File: src/rtl/usb_rx_decoder_if.sv
`default_nettype none
// ============================================================================
// Module      : usb_rx_decoder_if
// Description : Bundle for the USB receive line decoder. Carries the raw
//               D+/D- line inputs toward the decoder and the decoded bit
//               strobes / packet status back to the packet logic.
//               master : line driver + packet logic side
//                        (drives d_plus_in/d_minus_in, observes rx_*)
//               slave  : the decoder itself
// Revision    : 1.0  initial release
// ============================================================================
interface usb_rx_decoder_if;
    logic d_plus_in;     // raw D+ line (asynchronous)
    logic d_minus_in;    // raw D- line (asynchronous)
    logic rx_bit;        // decoded data bit, valid with rx_bit_valid
    logic rx_bit_valid;  // one-cycle strobe per non-stuffed bit
    logic rx_active;     // packet in progress
    logic rx_eop;        // one-cycle strobe on valid end of packet
    logic rx_error;      // sticky error, cleared at next packet start

    modport master (
        output d_plus_in,
        output d_minus_in,
        input  rx_bit,
        input  rx_bit_valid,
        input  rx_active,
        input  rx_eop,
        input  rx_error
    );

    modport slave (
        input  d_plus_in,
        input  d_minus_in,
        output rx_bit,
        output rx_bit_valid,
        output rx_active,
        output rx_eop,
        output rx_error
    );
endinterface
`default_nettype wire

File: src/rtl/usb_rx_decoder.sv
`default_nettype none
// ============================================================================
// Module      : usb_rx_decoder
// Description : Receive-side USB line decoder. Synchronizes D+/D-, recovers
//               bit timing from line edges, NRZI-decodes, strips stuffed
//               bits and detects EOP.
// Ports       : clk    - system clock
//               n_rst  - asynchronous active-low reset
//               bus    - usb_rx_decoder_if.slave (line inputs, rx_* outputs)
// Parameters  : CLKS_PER_BIT (even, >= 4), STUFF_LEN, EOP_MAX_BITS
// Options     : RX_STUFF_CHECK_EN - when defined, a 1 at a stuffed-bit
//               position is a receive error; otherwise it is dropped.
// Revision    : 1.0  initial release
// ============================================================================
module usb_rx_decoder #(
    parameter int CLKS_PER_BIT = 8,
    parameter int STUFF_LEN    = 6,
    parameter int EOP_MAX_BITS = 3
) (
    input  logic             clk,
    input  logic             n_rst,
    usb_rx_decoder_if.slave  bus
);

    localparam int c_TW     = $clog2(CLKS_PER_BIT);
    localparam int c_ONES_W = $clog2(STUFF_LEN + 1);
    localparam int c_SE0_W  = $clog2(EOP_MAX_BITS + 1);

    localparam logic [c_TW-1:0]     c_SAMPLE  = c_TW'(CLKS_PER_BIT / 2 - 1);
    localparam logic [c_TW-1:0]     c_TMAX    = c_TW'(CLKS_PER_BIT - 1);
    localparam logic [c_ONES_W-1:0] c_STUFF   = c_ONES_W'(STUFF_LEN);
    localparam logic [c_SE0_W-1:0]  c_SE0_MAX = c_SE0_W'(EOP_MAX_BITS);

    // Line states as {D+, D-}
    localparam logic [1:0] c_J   = 2'b10;
    localparam logic [1:0] c_K   = 2'b01;
    localparam logic [1:0] c_SE0 = 2'b00;
    localparam logic [1:0] c_SE1 = 2'b11;

    typedef enum logic [1:0] {
        ST_IDLE    = 2'd0,
        ST_RECEIVE = 2'd1,
        ST_EOP_SE0 = 2'd2,
        ST_ERROR   = 2'd3
    } state_t;

    state_t              state_q,     state_d;
    logic [1:0]          sync1_q,     sync1_d;
    logic [1:0]          sync2_q,     sync2_d;
    logic [1:0]          line_last_q, line_last_d;
    logic [1:0]          prev_line_q, prev_line_d;
    logic [c_TW-1:0]     timer_q,     timer_d;
    logic [c_ONES_W-1:0] ones_q,      ones_d;
    logic [c_SE0_W-1:0]  se0_cnt_q,   se0_cnt_d;
    logic [2:0]          j_cnt_q,     j_cnt_d;
    logic                rx_bit_q,       rx_bit_d;
    logic                rx_bit_valid_q, rx_bit_valid_d;
    logic                rx_active_q,    rx_active_d;
    logic                rx_eop_q,       rx_eop_d;
    logic                rx_error_q,     rx_error_d;

    logic w_change;
    logic w_sample;
    logic w_bit;
    logic w_to_error;

    always_comb begin
        sync1_d     = {bus.d_plus_in, bus.d_minus_in};
        sync2_d     = sync1_q;
        line_last_d = sync2_q;

        // Any change of the synced pair re-centres the bit timer; that
        // cycle never samples, so the resync always wins.
        w_change = (sync2_q != line_last_q);
        w_sample = (state_q != ST_IDLE) && !w_change && (timer_q == c_SAMPLE);
        // NRZI: an unchanged level decodes as 1
        w_bit    = (sync2_q == prev_line_q);

        state_d        = state_q;
        prev_line_d    = prev_line_q;
        ones_d         = ones_q;
        se0_cnt_d      = se0_cnt_q;
        j_cnt_d        = j_cnt_q;
        rx_bit_d       = rx_bit_q;
        rx_bit_valid_d = 1'b0;
        rx_active_d    = rx_active_q;
        rx_eop_d       = 1'b0;
        rx_error_d     = rx_error_q;
        w_to_error     = 1'b0;

        if (state_q == ST_IDLE || w_change) begin
            timer_d = '0;
        end else if (timer_q == c_TMAX) begin
            timer_d = '0;
        end else begin
            timer_d = timer_q + c_TW'(1);
        end

        case (state_q)
            ST_IDLE: begin
                if (sync2_q == c_K && line_last_q == c_J) begin
                    state_d     = ST_RECEIVE;
                    ones_d      = '0;
                    rx_error_d  = 1'b0;
                    rx_active_d = 1'b1;
                    prev_line_d = c_J;
                end
            end

            ST_RECEIVE: begin
                if (w_sample) begin
                    case (sync2_q)
                        c_J, c_K: begin
                            prev_line_d = sync2_q;
                            if (ones_q == c_STUFF) begin
                                // Stuffed-bit slot: never delivered
                                ones_d = '0;
`ifdef RX_STUFF_CHECK_EN
                                if (w_bit) begin
                                    w_to_error = 1'b1;
                                end
`endif
                            end else begin
                                rx_bit_d       = w_bit;
                                rx_bit_valid_d = 1'b1;
                                ones_d         = w_bit ? ones_q + c_ONES_W'(1) : '0;
                            end
                        end
                        c_SE0: begin
                            se0_cnt_d = c_SE0_W'(1);
                            state_d   = ST_EOP_SE0;
                        end
                        default: w_to_error = 1'b1;
                    endcase
                end
            end

            ST_EOP_SE0: begin
                if (w_sample) begin
                    if (sync2_q == c_SE0) begin
                        // Incrementing past the limit means SE0 lasted too long
                        if (se0_cnt_q == c_SE0_MAX) begin
                            w_to_error = 1'b1;
                        end else begin
                            se0_cnt_d = se0_cnt_q + c_SE0_W'(1);
                        end
                    end else if (sync2_q == c_J && se0_cnt_q >= c_SE0_W'(2)) begin
                        rx_eop_d    = 1'b1;
                        rx_active_d = 1'b0;
                        prev_line_d = c_J;
                        state_d     = ST_IDLE;
                    end else begin
                        w_to_error = 1'b1;
                    end
                end
            end

            default: begin  // ST_ERROR: wait for 8 consecutive J samples
                if (w_sample) begin
                    if (sync2_q == c_J) begin
                        if (j_cnt_q == 3'd7) begin
                            rx_active_d = 1'b0;
                            prev_line_d = c_J;
                            state_d     = ST_IDLE;
                        end else begin
                            j_cnt_d = j_cnt_q + 3'd1;
                        end
                    end else begin
                        j_cnt_d = 3'd0;
                    end
                end
            end
        endcase

        if (w_to_error) begin
            state_d    = ST_ERROR;
            rx_error_d = 1'b1;
            j_cnt_d    = 3'd0;
        end
    end

    always_ff @(posedge clk or negedge n_rst) begin
        if (!n_rst) begin
            state_q        <= ST_IDLE;
            sync1_q        <= c_J;
            sync2_q        <= c_J;
            line_last_q    <= c_J;
            prev_line_q    <= c_J;
            timer_q        <= '0;
            ones_q         <= '0;
            se0_cnt_q      <= '0;
            j_cnt_q        <= 3'd0;
            rx_bit_q       <= 1'b0;
            rx_bit_valid_q <= 1'b0;
            rx_active_q    <= 1'b0;
            rx_eop_q       <= 1'b0;
            rx_error_q     <= 1'b0;
        end else begin
            state_q        <= state_d;
            sync1_q        <= sync1_d;
            sync2_q        <= sync2_d;
            line_last_q    <= line_last_d;
            prev_line_q    <= prev_line_d;
            timer_q        <= timer_d;
            ones_q         <= ones_d;
            se0_cnt_q      <= se0_cnt_d;
            j_cnt_q        <= j_cnt_d;
            rx_bit_q       <= rx_bit_d;
            rx_bit_valid_q <= rx_bit_valid_d;
            rx_active_q    <= rx_active_d;
            rx_eop_q       <= rx_eop_d;
            rx_error_q     <= rx_error_d;
        end
    end

    assign bus.rx_bit       = rx_bit_q;
    assign bus.rx_bit_valid = rx_bit_valid_q;
    assign bus.rx_active    = rx_active_q;
    assign bus.rx_eop       = rx_eop_q;
    assign bus.rx_error     = rx_error_q;

endmodule
`default_nettype wire
File: src/flat_wrapper.sv
// flat-port wrapper written by rule: the top's interface ports become plain ports
module usb_rx_decoder_flat 
#(
    parameter int CLKS_PER_BIT = 8,
    parameter int STUFF_LEN    = 6,
    parameter int EOP_MAX_BITS = 3
)
  (clk, n_rst, bus_d_plus_in, bus_d_minus_in, bus_rx_bit, bus_rx_bit_valid, bus_rx_active, bus_rx_eop, bus_rx_error);
  usb_rx_decoder_if bus_i ();
  input  logic clk;
  input  logic n_rst;
  input wire logic [$bits(bus_i.d_plus_in)-1:0] bus_d_plus_in;
  input wire logic [$bits(bus_i.d_minus_in)-1:0] bus_d_minus_in;
  output wire logic [$bits(bus_i.rx_bit)-1:0] bus_rx_bit;
  output wire logic [$bits(bus_i.rx_bit_valid)-1:0] bus_rx_bit_valid;
  output wire logic [$bits(bus_i.rx_active)-1:0] bus_rx_active;
  output wire logic [$bits(bus_i.rx_eop)-1:0] bus_rx_eop;
  output wire logic [$bits(bus_i.rx_error)-1:0] bus_rx_error;
  assign bus_i.d_plus_in = bus_d_plus_in;
  assign bus_i.d_minus_in = bus_d_minus_in;
  assign bus_rx_bit = bus_i.rx_bit;
  assign bus_rx_bit_valid = bus_i.rx_bit_valid;
  assign bus_rx_active = bus_i.rx_active;
  assign bus_rx_eop = bus_i.rx_eop;
  assign bus_rx_error = bus_i.rx_error;
  usb_rx_decoder #(.CLKS_PER_BIT(CLKS_PER_BIT), .STUFF_LEN(STUFF_LEN), .EOP_MAX_BITS(EOP_MAX_BITS)) u_core (.clk(clk), .n_rst(n_rst), .bus(bus_i));
endmodule
File: config.mk
export PLATFORM = sky130hd
export DESIGN_NAME = usb_rx_decoder_flat
export DESIGN_NICKNAME = d
export VERILOG_FILES = /design/src/rtl/usb_rx_decoder_if.sv /design/src/rtl/usb_rx_decoder.sv /design/src/flat_wrapper.sv
export SDC_FILE = /design/constraint.sdc
export NUM_CORES = 1
export LEC_CHECK = 0
export CAP_MARGIN = 30
export CORE_AREA = 10 10 91 53
export DETAILED_ROUTE_END_ITERATION = 10
export DIE_AREA = 0 0 101 63
export PLACE_DENSITY = 0.65
export SLEW_MARGIN = 20
export SYNTH_ARGS = -nofsm -noshare
export SYNTH_HDL_FRONTEND = slang
export SYNTH_SLANG_ARGS = --single-unit
export TNS_END_PERCENT = 30
File: constraint.sdc
create_clock -name clk -period 3.4 [get_ports clk]
set_input_delay 0.34 -clock clk [delete_from_list [all_inputs] [get_ports clk]]
set_output_delay 0.34 -clock clk [all_outputs]
set_load 0.005 [all_outputs]
==> results.txt <==
Area fraction of the dominant cell type after synthesis - 0.354
Clk slew on worst S/H paths - 0.09 ns
Later-pin clock latency in the skew report - 0.27 ns
Vias after detailed routing - 1099
Synth Net Count - 168
Worst min-delay path class - reg -> reg
Fill cells - 271
Core footprint - 3280 um2
Routability cong. - 0.775
Worst Skew - 0.00759 ns
Synth cell types - 47
Layout cells sized above 1 - 0.139
Design area - 1750 um2
CTS buffer count - 3
Initial antenna violation count - 0
Worst Hold Slack - 0.358 ns
Port Buffer Count - 8
PD cells - 613 nW/um2
DRC - 0
CTS tree - done
Max-cap violations - 0
# H-tree levels - 1
P_int - 0.671 mW
Slew margin rel. - 0.704
Yosys warnings - 0
Cell Chain, Critical Path - inv_1 > ha_1 > nor2b_1 > nand3_2 > or3_4 > a211oi_2 > a22oi_1
Io pins - 9
XOR/XNOR Fraction of Synth Area - 0.0322
Reg-to-reg slack, setup - 1.07 ns
Sequential area share after synthesis - 0.422
Avg Synthesized Cell Area - 10.6 um2
Post-Route WL - 3090 um
Pleak - 0.814 nW
Count leader, synth - dfrtp_1
Critical Path Fanout Max - 12
Crit end category - register
Worst Setup Start Kind - register
Outcome - finished clean
Root buffer cell - clkbuf_8
Comb pwr share - 0.395
Simple-Gate Fraction of Synth Area - 0.167
Async SR Flop Fraction - 1.00
Number of setup buffers added after CTS - 0
DP Area - 1680 um2
Setup violators final - 0
FMAX - 0.430 GHz
Final min period - 2.33 ns
Slew @ Worst Pin - 0.444 ns
Worst vdd ir - 0.266 mV
Ranking of synthesized cells by area - dfrtp_1 (35%), ha_1 (14%), dfstp_2 (6.8%), inv_1 (3.4%), nand2_1 (3.1%)
First-pass GRT wire length - 5310 um
Detail Placement HPWL - 2420 um
Synthesized instance count - 147
FF+latch area - 656 um2
PnR Total Power - 1.07 mW
Die area - 6360 um2
GRT Util Overall - 0.101
Setup TNS - 0 ns
Longest Clk Path Bufs - 2
Sequential share of power - 0.369
CTS Hold Bufs - 0
Fraction of the mapped netlist area in compound gates - 0.164
Die H - 63 um
DRT Pass-1 Iters - 4
DR vias/cell - 5.50
Routed len/inst - 15.5 um
Net switching power - 0.400 mW
Clk sinks - 26
Total gr overflow - 0
Number of cell rows - 15
WP data required - 3.55 ns
Post-synth top cells - dfrtp_1 (22), ha_1 (17), inv_1 (14), nand2_1 (13), nor2_1 (8)
Vias in the first global route - 1123
Area of the multi-input gates - 825 um2
Clock network fraction of total power - 0.237
Critical path type - reg -> reg
Final Hold Violating Endpoints - 0
Largest net degree at the start of global routing - 27
Post-synthesis mux area share - 0.0298
Chip width - 101 um
Initial DRC count - 40
Max-slew violations - 0
Crit-path slowest cell - or3_4
Worst path max stage delay - 0.45 ns
Ys flop type - dfrtp_1
Initial Utilization - 0.474
Post-synth EDFFs - 0
Sw Ratio - 0.373
Setup repair after global routing missed its margin - false
Post-DRT Antenna Nets - 0
Data arrival, critical path - 2.48 ns
Period utilization - 0.684
Largest family of logic cells by synthesized area - simple AND/OR/NAND/NOR gates
Syn-to-layout area delta - 12.4%
NumNets Final - 180
Mapped Area - 1560 um2
Post-Synth Adder-Cell Area - 0.137
Yosys top cell by area - dfrtp_1
Resize count post-CTS - 0
N_diodes - 0
Synthesized flop and latch total - 26
-- final timing paths --
kind | start | end | cells past startpoint
max | u_core.state_q[0] | u_core.state_q[1] | 7
min | u_core.sync1_q[0] | u_core.line_last_d[0] | 0
max reg2reg | u_core.state_q[0] | u_core.state_q[1] | 7
min reg2reg | u_core.sync1_q[0] | u_core.line_last_d[0] | 0
max in group asynchronous | n_rst | u_core.line_last_q[1] | 2
min in group asynchronous | n_rst | u_core.timer_q[2] | 2
-- sequential cells by signal (all words and copies together), names as in the netlist, 2 cells and up --
signal / count
u_core.j_cnt_q: 3
u_core.ones_q: 3
u_core.timer_q: 3
u_core.line_last_d: 2
u_core.line_last_q: 2
u_core.prev_line_q: 2
u_core.se0_cnt_q: 2
u_core.state_q: 2
u_core.sync1_q: 2
-- power groups by stage --
stage               Sequential (mW)  Clock, mW  Combinational [mW]
floorplan                     0.390          0               0.322
global placement              0.397          0               0.413
detailed placement            0.401          0               0.418
CTS                           0.396      0.262               0.421
global route                  0.403      0.276               0.477
finish                        0.395      0.253               0.423
-- cell families (layout without fill, tap and decap cells) --
family	Yosys count	count (layout)
compound gates	34	34
xor+xnor	4	4
fa+ha+maj	17	17
buf+inv	17	28
flops	26	26
mux	4	4
simple gates	45	45
-- cell type report --
class                           instances  share of cell area
Multi-Input combinational cell        104               0.472
Timing Repair Buffer                    9              0.0501
Sequential cell                        26               0.375
Clock buffer                            3              0.0236
Inverter                               15              0.0322
Clock inverter                          1              0.0172
Tap cell                               42              0.0301
-- routing by layer --
layer | track usage | vias up | wire (um)
li1 | - | 541 | -
met1 | 0.147 | 526 | 1640
met2 | 0.139 | 30 | 1240
met3 | 0.0331 | 2 | 197
met4 | 0.0156 | 0 | 10
met5 | 0 | - | 0
-- layout by cell type (no fill, tap or decap), types with 2 or more instances in the layout --
cell / netlist / routed
a211oi_2: 2 / 2
a21oi_1: 6 / 6
a22oi_1: 2 / 2
a2bb2oi_1: 3 / 3
a32oi_1: 2 / 2
clkbuf_8: 0 / 3
clkdlybuf4s50_1: 0 / 8
dfrtp_1: 22 / 22
dfstp_2: 4 / 4
ha_1: 17 / 17
inv_1: 14 / 14
mux2i_1: 2 / 2
nand2_1: 13 / 13
nand2b_1: 3 / 3
nand4_1: 2 / 2
nor2_1: 8 / 8
nor3_1: 4 / 4
o21ai_0: 4 / 4
o21ai_1: 5 / 5
or2_0: 2 / 2
or3_4: 2 / 2
xnor2_1: 2 / 2
xnor2_2: 2 / 2
-- critical path: cells and delay by family, from the launching register on --
kind                     cells  cell delay, ns
AO/OA/AOI/OAI                2            0.39
buffers and inverters        1            0.10
adder cells (fa/ha/maj)      1            0.34
flip-flops                   1            0.42
AND/OR/NAND/NOR              3            0.95
-- metrics by stage --
step                setup slack, ns  cells   util
CTS                            1.08    200  0.532
floorplan                      1.36    147      -
global placement               1.18    196  0.510
detailed placement             1.08    196  0.510
global route                  0.863    200  0.532
finish                         1.07    200  0.532
Note: power is estimated with default switching activity, not from simulation.
